File: src/rtl/tm_mac_ctrl.sv
// tm_mac_ctrl: streams (A, W) operand pairs through an external mixed-sign
// multiplier and accumulates the products into a dot product.
//   Stage 1: an accepted beat is registered onto mul_a/mul_w.
//   Stage 2: the multiplier result mul_q is added into acc.
// Optional feature macro: TM_MAC_SAT_EN (saturating accumulation with a
// sticky out_sat flag). Without it the accumulator wraps and out_sat is 0.
module tm_mac_ctrl #(
  parameter int DW    = 8,
  parameter int ACC_W = 32,
  parameter int LEN_W = 8
) (
  input  logic             clk,
  input  logic             rst_n,
  input  logic             cfg_asigned,
  input  logic             cfg_wsigned,
  input  logic             in_valid,
  output logic             in_ready,
  input  logic [DW-1:0]    in_a,
  input  logic [DW-1:0]    in_w,
  input  logic             in_last,
  output logic             out_valid,
  input  logic             out_ready,
  output logic [ACC_W-1:0] out_acc,
  output logic [LEN_W-1:0] out_count,
  output logic             out_sat,
  output logic [DW-1:0]    mul_a,
  output logic             mul_asigned,
  output logic [DW-1:0]    mul_w,
  output logic             mul_wsigned,
  input  logic [2*DW:0]    mul_q,
  output logic             busy
);

  localparam int PW    = 2 * DW + 1;
  // Common width wide enough to hold both the accumulator and a product.
  localparam int EXT_W = (ACC_W > PW) ? ACC_W : PW;

  typedef enum logic [1:0] {
    IDLE = 2'd0,
    ACC  = 2'd1,
    OUT  = 2'd2
  } state_t;

  state_t           state;
  logic             prod_valid;
  logic             prod_last;
  logic [ACC_W-1:0] acc;
  logic [LEN_W-1:0] count;
  logic [ACC_W-1:0] acc_next;
  logic             in_fire;

  // Ready decodes registered state only; rst_n gating keeps it low while
  // reset is held so that every output reads 0 during reset.
  assign in_ready = rst_n && ((state == IDLE) ||
                              ((state == ACC) && !(prod_valid && prod_last)));
  assign in_fire  = in_valid && in_ready;

  assign out_acc   = acc;
  assign out_count = count;
  assign busy      = (state != IDLE) || prod_valid;

`ifdef TM_MAC_SAT_EN
  localparam int SUM_W = EXT_W + 1;

  logic signed [SUM_W-1:0]     sum;
  logic        [SUM_W-ACC_W:0] sum_hi;
  logic                        sat_hit;
  logic                        sat;

  // Saturating add: one guard bit above the operands; overflow is any
  // disagreement among the bits at and above the accumulator's sign bit.
  // NOTE: every always_comb output gets a default first, so no latch is inferred.
  always_comb begin
    sum      = SUM_W'($signed(acc)) + SUM_W'($signed(mul_q));
    sum_hi   = sum[SUM_W-1:ACC_W-1];
    sat_hit  = !((&sum_hi) || !(|sum_hi));
    acc_next = sum[ACC_W-1:0];
    if (sat_hit) begin
      acc_next = sum[SUM_W-1] ? {1'b1, {(ACC_W-1){1'b0}}}
                              : {1'b0, {(ACC_W-1){1'b1}}};
    end
  end

  assign out_sat = sat;
`else
  logic [EXT_W-1:0] sum;

  // Wrapping add: product sign-extended, result taken modulo 2^ACC_W.
  always_comb begin
    sum      = EXT_W'($signed(acc)) + EXT_W'($signed(mul_q));
    acc_next = sum[ACC_W-1:0];
  end

  assign out_sat = 1'b0;
`endif

  // Controller FSM together with both pipeline stages and registered outputs.
  // NOTE: sequential state uses <= so every flop samples pre-edge values.
  always_ff @(posedge clk or negedge rst_n) begin
    if (!rst_n) begin
      state       <= IDLE;
      prod_valid  <= 1'b0;
      prod_last   <= 1'b0;
      acc         <= '0;
      count       <= '0;
      out_valid   <= 1'b0;
      mul_a       <= '0;
      mul_w       <= '0;
      mul_asigned <= 1'b0;
      mul_wsigned <= 1'b0;
`ifdef TM_MAC_SAT_EN
      sat         <= 1'b0;
`endif
    end else begin
      // Stage 1: register the accepted beat onto the multiplier operands.
      if (in_fire) begin
        mul_a      <= in_a;
        mul_w      <= in_w;
        prod_valid <= 1'b1;
        prod_last  <= in_last;
        count      <= count + 1'b1;
      end else begin
        prod_valid <= 1'b0;
      end

      case (state)
        IDLE: begin
          // Sign modes are fixed for the vector by its first beat.
          if (in_fire) begin
            mul_asigned <= cfg_asigned;
            mul_wsigned <= cfg_wsigned;
            state       <= ACC;
          end
        end
        ACC: begin
          // Stage 2: fold the product in flight into the accumulator.
          if (prod_valid) begin
            acc <= acc_next;
`ifdef TM_MAC_SAT_EN
            sat <= sat || sat_hit;
`endif
            if (prod_last) begin
              state     <= OUT;
              out_valid <= 1'b1;
            end
          end
        end
        OUT: begin
          // Result held stable until the sink takes it.
          if (out_ready) begin
            state     <= IDLE;
            out_valid <= 1'b0;
            acc       <= '0;
            count     <= '0;
`ifdef TM_MAC_SAT_EN
            sat       <= 1'b0;
`endif
          end
        end
        default: state <= IDLE;
      endcase
    end
  end

endmodule
File: config.mk
export PLATFORM = sky130hd
export DESIGN_NAME = tm_mac_ctrl
export DESIGN_NICKNAME = d
export VERILOG_FILES = /design/src/rtl/tm_mac_ctrl.sv
export SDC_FILE = /design/constraint.sdc
export NUM_CORES = 1
export LEC_CHECK = 0
export CORE_ASPECT_RATIO = 0.8
export CORE_MARGIN = 2
export CORE_UTILIZATION = 35
export DETAILED_ROUTE_END_ITERATION = 8
export MAX_ROUTING_LAYER = met4
export SLEW_MARGIN = 20
export SYNTH_ARGS = -nofsm -noshare
export SYNTH_HDL_FRONTEND = slang
export SYNTH_SLANG_ARGS = --single-unit
File: constraint.sdc
create_clock -name clk -period 4.7 [get_ports clk]
set_clock_uncertainty 0.1 [all_clocks]
set_input_delay 0.705 -clock clk [delete_from_list [all_inputs] [get_ports clk]]
set_output_delay 0.705 -clock clk [all_outputs]
set_load 0.03 [all_outputs]
After elaboration in Yosys (flattened, before gate mapping)
Cells that the tools add are included.
{"block": "totals", "regBits": 63, "memories": 0, "latchBits": 0, "mem_bits_ro": 0, "ram_bits": 0}
{"block": "op_classes", "bitwise_logic": 0, "addsub": 2, "magnitude_cmp": 0, "div": 0, "n_mux": 16, "reduce_logical": 14, "n_mul": 0, "shifts": 0, "n_eq_ne": 6}
{"cell": "2-to-1 mux 32 bit", "n": 2}
{"cell": "case mux 32 bit (2 select lines)", "n": 1}
{"cell": "adder 32 x 17 -> 32 bit", "n": 1}
{"cell": "2-to-1 mux 8 bit", "n": 3}
{"cell": "adder 8 x 1 -> 8 bit, second input constant", "n": 1}
{"cell": "2-to-1 mux 2 bit", "n": 4}
{"cell": "inequality test 2 bit, second input constant", "n": 4}
{"cell": "AND reduction 4 bit", "n": 2}
{"cell": "case mux 2 bit (3 select lines)", "n": 1}
{"cell": "logical AND 1 bit", "n": 4}
{"cell": "2-to-1 mux 1 bit", "n": 4}
{"cell": "nonzero test 2 bit", "n": 2}
{"cell": "AND reduction 3 bit", "n": 1}
{"cell": "equality test 2 x 1 -> 1 bit, second input constant", "n": 1}
{"cell": "equality test 2 bit, second input constant", "n": 1}
{"cell": "zero test 2 bit", "n": 1}
{"cell": "logical OR 1 bit", "n": 2}
{"cell": "case mux 1 bit (2 select lines)", "n": 1}
{"cell": "AND reduction 2 bit", "n": 1}
{"cell": "zero test 1 bit", "n": 1}

Longest topological paths before layout
Gate-level depths: netlist of run 1.
{"block": "depth", "depth_word": 9, "mapped_depth": 12}

Worst setup path before layout of run 1
Ideal clock, no wire load.
{"block": "synth_path", "path_type": "in2reg", "startpoint": "in mul_q[0]", "endpoint": "reg acc[28], in the netlist out_acc[28]", "t_arrival_ps": 3087, "slack_ps": 1447, "cell_stages": 12, "path_cell_list": "ha_1 inv_1 fa_1 nand2b_1 a21oi_1 o32ai_2 o221a_4 o31a_4 o31ai_4 a2111oi_1 a211oi_1 a22o_1"}
{"block": "synth_between", "elab_chain_len": 3}
{"element": "start: declaration", "line": "30", "source": "input logic [2*DW:0] mul_q,"}
{"element": "adder 32 x 17 -> 32 bit", "line": "90", "source": "sum = EXT_W'($signed(acc)) + EXT_W'($signed(mul_q));"}
{"element": "2-to-1 mux 32 bit", "line": "137", "source": "if (prod_valid) begin"}
{"element": "case mux 32 bit (2 select lines)", "line": "126", "source": "case (state)"}
{"element": "end signal: assignment", "line": "138", "source": "acc <= acc_next;"}
{"element": "end: declaration", "line": "47", "source": "logic [ACC_W-1:0] acc;"}
Every way passes these cells. The select of a mux whose other input is x is not followed.
A chain may end at the register's enable or synchronous reset.

Worst setup path after layout of run 1
{"block": "layout_path", "startpoint": "in mul_q[16]", "endpoint": "reg acc[31], in the netlist out_acc[31]"}
The elaborated chain is that of the path after synthesis.

==> summary.md, run 1 <==
| Metric | Value |
|---|---|
| Post-synth ARST share | 1.00 |
| Final ANT Viol Nets | 0 |
| # resized after CTS | 0 |
| Synth-to-layout area growth | 36.5% |
| Clock Path Buffers | 2 |
| Initial antenna violation count | 0 |
| Vias | 3690 |
| Core Rows | 35 |
| Worst flop-to-flop path startpoint | out_acc[0] |
| Via density | ~5.1 |
| Number of synthesized flops with an enable pin | 0 |
| Vias in the first global route | ~3.6k |
| Synth unique cells | 58 |
| Syn Std Cell Area | roughly 4000 um2 |
| Final Cell Area | roughly 5500 um2 |
| H-tree depth | 3 |
| Seq/Total Area, Yosys | 0.391 |
| Final Cycle Share | 0.788 |
| GP Congestion | slightly above 0.8 |
| Worst reg-to-reg path cell count | 12 |
| Slew @ Worst Pin | between 0.8 and 0.9 ns |
| Core footprint | between 10000 and 15000 um2 |
| Worst slew margin | 0.432 |
| Kind of critical path | input port to flop |
| DRC | 0 |
| Drt pass-1 iters | 4 |
| Worst Hold Depth | 2 |
| Status | complete, no violations |
| CP startpoint | mul_q[16] |
| CTS Buf Count | 9 |
| Final nets | between 600 and 700 |
| Syn Inst Count | between 400 and 500 |
| Initial drt markers | roughly 140 |
| Synthesized area per cell | roughly 8.6 um2 |
| First-pass GRT wire length | 17.5 mm |
| Share of layout cells above drive strength 1 | 0.0525 |
| F_max | between 200 and 300 MHz |
| FF+latch count, synth | 63 |
| Crit. End Element | flop |
| Port-buffer cells | 100 |
| Yosys warnings | 0 |
| Largest fanout on the critical path | 19 |
| Power Dens Cells | roughly 690 nW/um2 |
| Min-Delay Path Class | flop to flop |
| Clock-pin slew on the worst setup and hold paths | about 0.060 ns |
| Hold_buf cts | 0 |
| Clk sinks | 63 |
| Post-Route WL | roughly 11 mm |
| IO Pins | between 100 and 150 |
| GRT overflow | 0 |
| Max IR drop VDD | 273 uV |
| # Max-Cap Violations | 0 |
| Total Neg Setup Slack | 0 ns |
| P_leak | roughly 0.0025 uW |
| Total GRT Usage | 0.181 |
| Setup Fix Bufs, Post-CTS | 0 |
| Synth Flop Type | dfrtp_1 |
| Startpoint types | input port |
| HPWL after DPL | ~7.5 mm |
| Arr. time, crit path | approximately 3.8 ns |
| Slew Viols, Final | 0 |
| CTS tree | built |
| Largest net degree at the start of global routing | 64 |
| Final setup viols | 0 |
| Clk_lat worst skew | ~0.33 ns |
| Synth Net Count | between 500 and 600 |
| Die Y | between 100 and 150 um |
| RSZ-0062 raised after global routing | false |
| Initial core utilization | 0.355 |
| Root Buffer | clkbuf_16 |
| Final hold vios | 0 |
| Required time worst endpoint | between 4 and 5 ns |
| Number of diodes | 0 |
| Cell Area, Placed | between 5000 and 6000 um2 |
| Wire per inst | 14.7 um |
| Final min period | approximately 3.7 ns |
| Hold Crit Start | mul_a[6] |
| Die W | approximately 120 um |
| DIE AREA | about 12000 um2 |
-- worst max-delay path, cell delays in order --
cell	delay, ns
clkdlybuf4s50_1	0.80
ha_1	0.62
and3_1	0.23
nand3_1	0.16
nor4_1	0.32
a31oi_1	0.20
o21ai_1	0.25
mux2i_1	0.25
a21oi_1	0.09
a41o_1	0.20
-- sequential cells by signal, summed over array words and instances (netlist names) --
signal,flops
prod_last,1
mul_wsigned,1
out_valid,1
out_count,8
mul_asigned,1
out_acc,32
mul_a,8
mul_w,8
prod_valid,1
state,2
-- where the power goes --
group	switching (uW)	total, uW	internal, uW	leakage [uW]
registers	173	915	742	0.000791
logic	1250	2160	904	0.00154
clock network	252	730	479	0.000156
total	1680	3800	2130	0.00248
-- cell usage after synthesis (all sizes together) (6+ instances only) --
cell type	count	area share
nand2	106	0.099
dfrtp	63	0.39
o21ai	47	0.058
nor2	35	0.033
ha	32	0.099
a21oi	27	0.033
xor2	19	0.041
inv	13	0.012
a211oi	12	0.022
clkbuf	12	0.011
nand3	11	0.014
xnor2	10	0.022
nand2b	7	0.011
nor3	7	0.0087
a21o	6	0.011
-- stage by stage --
stage,instances,util,hold slack (ns),total power (uW),setup WS [ns]
CTS,718,0.483,0.380,3830,0.951
detailed placement,702,0.454,0.366,3070,0.606
finish,719,0.484,0.376,3800,0.995
global placement,702,0.454,0.358,3050,0.737
floorplan,467,-,0.309,2360,1.45
global route,719,0.484,0.413,4100,0.671
-- worst paths after layout --
check / to / slack, ns
max reg2reg: out_acc[28] / 1.44
min in group asynchronous: out_acc[10] / 0.52
max: out_acc[31] / 0.99
min reg2reg: mul_a[6] / 0.38
min: mul_a[6] / 0.38
max in group asynchronous: out_acc[23] / 3.40
-- cells by family (layout without fill, tap and decap cells) --
family,Yosys count,in the layout,share of synthesized area
mux,4,4,0.0105
flops,63,63,0.391
fa+ha+maj,33,33,0.104
xor+xnor,29,29,0.0629
simple gates,183,183,0.196
buf+inv,28,132,0.0276
compound gates,126,126,0.207
other cells,1,1,0.000929
-- routing by layer --
| metal | track usage | wire, um | up-vias |
|---|---|---|---|
| met5 | - | 0 | - |
| met4 | 0.0406 | 115 | 0 |
| met3 | 0.0568 | 787 | 15 |
| met2 | 0.251 | 4310 | 111 |
| met1 | 0.259 | 5330 | 1719 |
| li1 | - | - | 1845 |
-- cell type report --
class | instances | area (um2)
clock inverter | 5 | 81.3
inverter | 13 | 48.8
fill | 1105 | 5880
sequential | 63 | 1580
clock buffer | 11 | 243
multi-input combinational | 376 | 2350
tap | 148 | 185
timing repair buffer | 103 | 1020
-- cells in the final DEF (no fill, tap or decap), types with 9 or more instances in the layout --
master             n
nand2_1          105
clkdlybuf4s50_1   99
dfrtp_1           63
o21ai_0           41
nor2_1            34
ha_1              32
a21oi_1           27
xor2_1            19
inv_1             13
a211oi_1          12
nand3_1           11
xnor2_1           10
clkbuf_16          9
Note: power is estimated with default switching activity, not from simulation.
==> run 2, diff against run 1 <==
clock period = 3.8 ns   (was 4.7 ns; I/O delays follow)
==> summary.md, run 2 (synthesized netlist as in run 1, its figures left out) <==
| Metric | Value |
|---|---|
| Status | complete, no violations |
| Hold EP | mul_a[0] |
| Max IR drop VDD | 473 uV |
| Min Hold Slack | ~0.38 ns |
| Core footprint | 11400 um2 |
| GRT overflow | 0 |
| Final setup viols | 0 |
| H-tree depth | 3 |
| Flop pwr share | 0.234 |
| Worst flop-to-flop path startpoint | out_acc[0] |
| Hold_buf cts | 0 |
| CTS Buf Count | 9 |
| P_leak | about 0.0025 uW |
| Met2 wire len | ~4.5 mm |
| Min-Delay Path Class | flop to flop |
| Die W | 124 um |
| F_max | 286 MHz |
| Largest fanout on the critical path | 4 |
| First-pass GRT wire length | about 17 mm |
| Power Dens Cells | about 860 nW/um2 |
| Clk_lat worst skew | 0.34 ns |
| Share of layout cells above drive strength 1 | 0.0657 |
| DRT met1 WL | between 5 and 6 mm |
| Port-buffer cells | 100 |
| Worst Hold Depth | 2 |
| Startpoint types | input port |
| Switching Share | 0.434 |
| Comb pwr share | 0.562 |
| CP startpoint | mul_q[0] |
| Reg2Reg Setup Slack | approximately 0.62 ns |
| Wire per inst | approximately 15 um |
| Number of diodes | 0 |
| Root Buffer | clkbuf_16 |
| Topmost layer with routed signal wires | met4 |
| Final Cycle Share | 0.920 |
| Area occupied by multi-input gates | ~2400 um2 |
| Arr. time, crit path | approximately 3.6 ns |
| Sequential cell area | between 1500 and 2000 um2 |
| Slew @ Worst Pin | between 0.8 and 0.9 ns |
| Final Cell Area | about 5600 um2 |
| Clk sinks | 63 |
| Setup Fix Bufs, Post-CTS | 0 |
| HPWL after DPL | 7.53 mm |
| DIE AREA | 12400 um2 |
| Final hold vios | 0 |
| Clock share of power | 0.205 |
| Cell Area, Placed | roughly 5200 um2 |
| Met3 Wirelength | ~740 um |
| Final min period | around 3.5 ns |
| Clock-pin slew on the worst setup and hold paths | about 0.06 ns |
| Largest register FFs | 32 |
| Int Pwr | 2730 uW |
| Vias | 3726 |
| Vias in the first global route | roughly 3.6k |
| Clock Path Buffers | 2 |
| GP Congestion | roughly 0.83 |
| # resized after CTS | 0 |
| Largest net degree at the start of global routing | between 60 and 70 |
| Die Y | 100 um |
| Hold Crit Start | mul_a[0] |
| Slew Viols, Final | 0 |
| Post-Route WL | 10.6 mm |
| Initial drt markers | between 150 and 200 |
| Net Switching | around 2100 uW |
| RSZ-0062 raised after global routing | false |
| Initial antenna violation count | 0 |
| Most common cell after layout, fill and taps aside | nand2_1 |
| IO Pins | a little over 100 |
| Crit. End Element | flop |
| Worst slew margin | 0.442 |
| Worst reg-to-reg path cell count | 12 |
| Kind of critical path | input port to flop |
| R2R Path End | out_acc[30] |
| Final ANT Viol Nets | 0 |
| Total GRT Usage | 0.182 |
| Final nets | approximately 650 |
| DRC | 0 |
| Required time worst endpoint | just under 4 ns |
| CTS tree | built |
| Via density | 5.13 |
| Synth-to-layout area growth | 38.4% |
| Commonest non-fill, non-tap cells in the layout | 105 x nand2_1, 99 x clkdlybuf4s50_1, 63 x dfrtp_1 |
| Fillcell total | 1084 |
| Initial core utilization | 0.355 |
| Drt pass-1 iters | 4 |
| # Max-Cap Violations | 0 |
| Core Rows | 35 |
run 2: power groups by stage:
| stage | clock, uW | sequential (uW) | combinational (uW) |
|---|---|---|---|
| after floorplan | 0 | 1570 | 1360 |
| after global placement | 0 | 1130 | 2670 |
| after detailed placement | 0 | 1140 | 2700 |
| after CTS | 1010 | 1130 | 2710 |
| after global routing | 1040 | 1170 | 2980 |
| final | 987 | 1130 | 2710 |
run 2: area by class of cell:
cell class,instances,area share
multi-input combinational,376,0.421
sequential,63,0.282
timing repair buffer,110,0.192
clock buffer,10,0.0428
tap,148,0.0331
clock inverter,6,0.0208
inverter,13,0.00873
run 2: worst max path at each step:
stage,end
2_1_floorplan,out_acc[28]
3_3_place_gp,out_acc[28]
3_5_place_dp,out_acc[28]
4_1_cts,out_acc[30]
5_1_grt,out_acc[28]
6_report,out_acc[30]
run 2: stage by stage:
stage	total power (uW)	utilization	setup TNS (ns)	setup slack, ns	cells
finish	4830	0.491	0	0.305	726
global placement	3810	0.460	0	0.0341	710
detailed placement	3840	0.460	-0.0176	-0.0172	710
floorplan	2920	-	0	0.664	467
CTS	4860	0.491	0	0.300	726
global route	5190	0.491	0	0.0649	726
run 2: worst max-delay path: stages:
cell	delay [ns]
clkdlybuf4s50_1	0.46
ha_1	0.18
inv_1	0.06
fa_1	0.37
nand2b_1	0.17
a21oi_1	0.28
o32ai_2	0.16
o221a_4	0.31
o31a_4	0.36
o31ai_4	0.25
a211oi_1	0.15
mux2i_1	0.19
nand3_1	0.10
run 2: metal layers:
| metal | vias up | track usage |
|---|---|---|
| met2 | 103 | 0.268 |
| li1 | 1862 | - |
| met5 | - | - |
| met3 | 13 | 0.0551 |
| met4 | 0 | 0.0415 |
| met1 | 1748 | 0.247 |
==> run 3, diff against run 2 <==
GPL_TIMING_DRIVEN = 0   (was unset)
HOLD_SLACK_MARGIN = 0.08   (was unset)
==> summary.md, run 3 (synthesized netlist as in run 1, its figures left out) <==
| Metric | Value |
|---|---|
| Final core occ | 0.489 |
| DRC | 0 |
| Finished Layout Cells | between 700 and 800 |
| Core Rows | 35 |
| Drt pass-1 iters | 5 |
| Total Neg Setup Slack | 0 ns |
| Initial core utilization | 0.355 |
| GRT overflow | 0 |
| Kind of critical path | input port to flop |
| Core footprint | about 11000 um2 |
| CTS tree | built |
| Final nets | 653 |
| Final Cycle Share | 0.962 |
| DIE AREA | between 10000 and 15000 um2 |
| CTS Buf Count | 9 |
| Clk sinks | 63 |
| Final setup viols | 0 |
| Int Pwr | between 2000 and 3000 uW |
| Wire per inst | 14.4 um |
| Via density | between 5 and 6 |
| Max IR drop VDD | 377 uV |
| Global routing usage on met1 | 0.241 |
| HPWL after DPL | between 7 and 8 mm |
| Flop pwr share | 0.244 |
| Die Y | approximately 100 um |
| Clock-pin slew on the worst setup and hold paths | roughly 0.06 ns |
| Commonest non-fill, non-tap cells in the layout | 105 x nand2_1, 98 x clkdlybuf4s50_1, 63 x dfrtp_1 |
| Number of diodes | 0 |
| Arr. time, crit path | 3.83 ns |
| F_max | about 270 MHz |
| Clock Path Buffers | 2 |
| Final hold vios | 0 |
| Final Cell Area | about 5600 um2 |
| First-pass GRT wire length | ~18 mm |
| Worst flop-to-flop path startpoint | out_acc[0] |
| Status | complete, no violations |
| Synth-to-layout area growth | 37.9% |
| Routing usage on met3 | 0.0597 |
| Comb pwr share | 0.574 |
| Cells after DPL | between 700 and 800 |
| H-tree depth | 3 |
| Final ANT Viol Nets | 0 |
| Worst slew margin | 0.490 |
| Post-Place Setup Slack | -0.211 ns |
| Clk_lat worst skew | 0.34 ns |
| Largest net degree at the start of global routing | 49 |
| Startpoint types | input port |
| Vias | around 3.8k |
| Power Dens Cells | about 840 nW/um2 |
| Required time worst endpoint | roughly 4.0 ns |
| Most common cell after layout, fill and taps aside | nand2_1 |
| Hold Crit Start | mul_a[6] |
| Min-Delay Path Class | flop to flop |
| CP startpoint | mul_q[0] |
| Largest register FFs | 32 |
| Clock share of power | 0.182 |
| Busiest metal layer after global routing | met2 |
| Switching Share | 0.452 |
| Slew Viols, Final | 0 |
| Port-buffer cells | 100 |
| Share of layout cells above drive strength 1 | 0.0530 |
| GP Congestion | around 0.84 |
| Initial drt markers | 123 |
| Root Buffer | clkbuf_16 |
| RSZ-0062 raised after global routing | false |
| Vias in the first global route | roughly 3.7k |
| Cell Area, Placed | 5250 um2 |
| Crit. End Element | flop |
| Slew @ Worst Pin | approximately 0.76 ns |
| P_leak | ~0.0025 uW |
| Post-route setup slack | roughly 0.14 ns |
| Die W | 124 um |
| Net Switching | between 2000 and 2500 uW |
| Post-Route WL | 10.6 mm |
| Largest fanout on the critical path | 4 |
| GR met2 Demand/Resource | 0.274 |
| Initial antenna violation count | 0 |
| IO Pins | about 100 |
| Final min period | approximately 3.7 ns |
| # Max-Cap Violations | 0 |
| Total GRT Usage | 0.184 |
[run 3: cell count changes in the layout (fill, tap and decap cells not counted), sizes merged]
| cell | delta |
|---|---|
| dlygate4sd3 | +1 |
| clkbuf | +11 |
| inv | +1 |
| clkdlybuf4s50 | -1 |
| clkinvlp | +2 |
| bufinv | -2 |
| dlymetal6s2s | +1 |
| buf | -6 |
[run 3: through the flow]
step                      total power, uW  hold WS (ns)
after floorplan                      2920         0.174
after global placement               3770         0.357
after detailed placement             3810         0.360
after CTS                            4700         0.378
after global routing                 5020         0.403
final                                4660         0.375
[run 3: repair_timing]
item                                    CTS  global route
buffers inserted                          0             0
endpoints found under the setup margin    0             1
hold buffers                              1             0
resized for setup                         0             1
endpoints found under the hold margin    16             0
[run 3: path summary, 6_finish.rpt]
check / cells after the start / slack [ns] / end
worst max-delay path: 13 / 0.14 / out_acc[28]
max in group asynchronous: 3 / 2.53 / mul_a[3]
worst min-delay path: 2 / 0.38 / mul_a[6]
worst min register to register: 2 / 0.38 / mul_a[6]
worst max register to register: 12 / 0.45 / out_acc[28]
min in group asynchronous: 2 / 0.56 / out_acc[18]
[run 3: final cells by class]
| class | count | area, um2 |
|---|---|---|
| clock inverter | 7 | 80.1 |
| timing repair buffer | 102 | 1040 |
| fill | 1129 | 5820 |
| tap | 148 | 185 |
| multi-input combinational | 376 | 2350 |
| clock buffer | 9 | 225 |
| buffer | 15 | 62.6 |
| inverter | 13 | 48.8 |
| sequential | 63 | 1580 |
[run 3: critical path, stage by stage]
cell             delay (ns)
clkdlybuf4s50_1        0.46
ha_1                   0.19
inv_1                  0.07
fa_1                   0.37
nand2b_1               0.20
a21oi_1                0.33
o32ai_2                0.19
o221a_4                0.33
o31a_4                 0.36
o31ai_4                0.25
a2111oi_1              0.12
a211oi_1               0.22
a22o_1                 0.17
[run 3: power by group through the flow]
stage          logic [uW]  clock network, uW  registers [uW]
2_1_floorplan        1360                  0            1570
3_3_place_gp         2630                  0            1130
3_5_place_dp         2660                  0            1150
4_1_cts              2680                883            1140
5_1_grt              2940                907            1180
6_report             2670                850            1140
[run 3: layer usage]
layer	wire length, um	up-vias
met5	0	-
met2	4590	102
met3	684	17
met4	161	0
li1	-	1888
met1	5150	1746
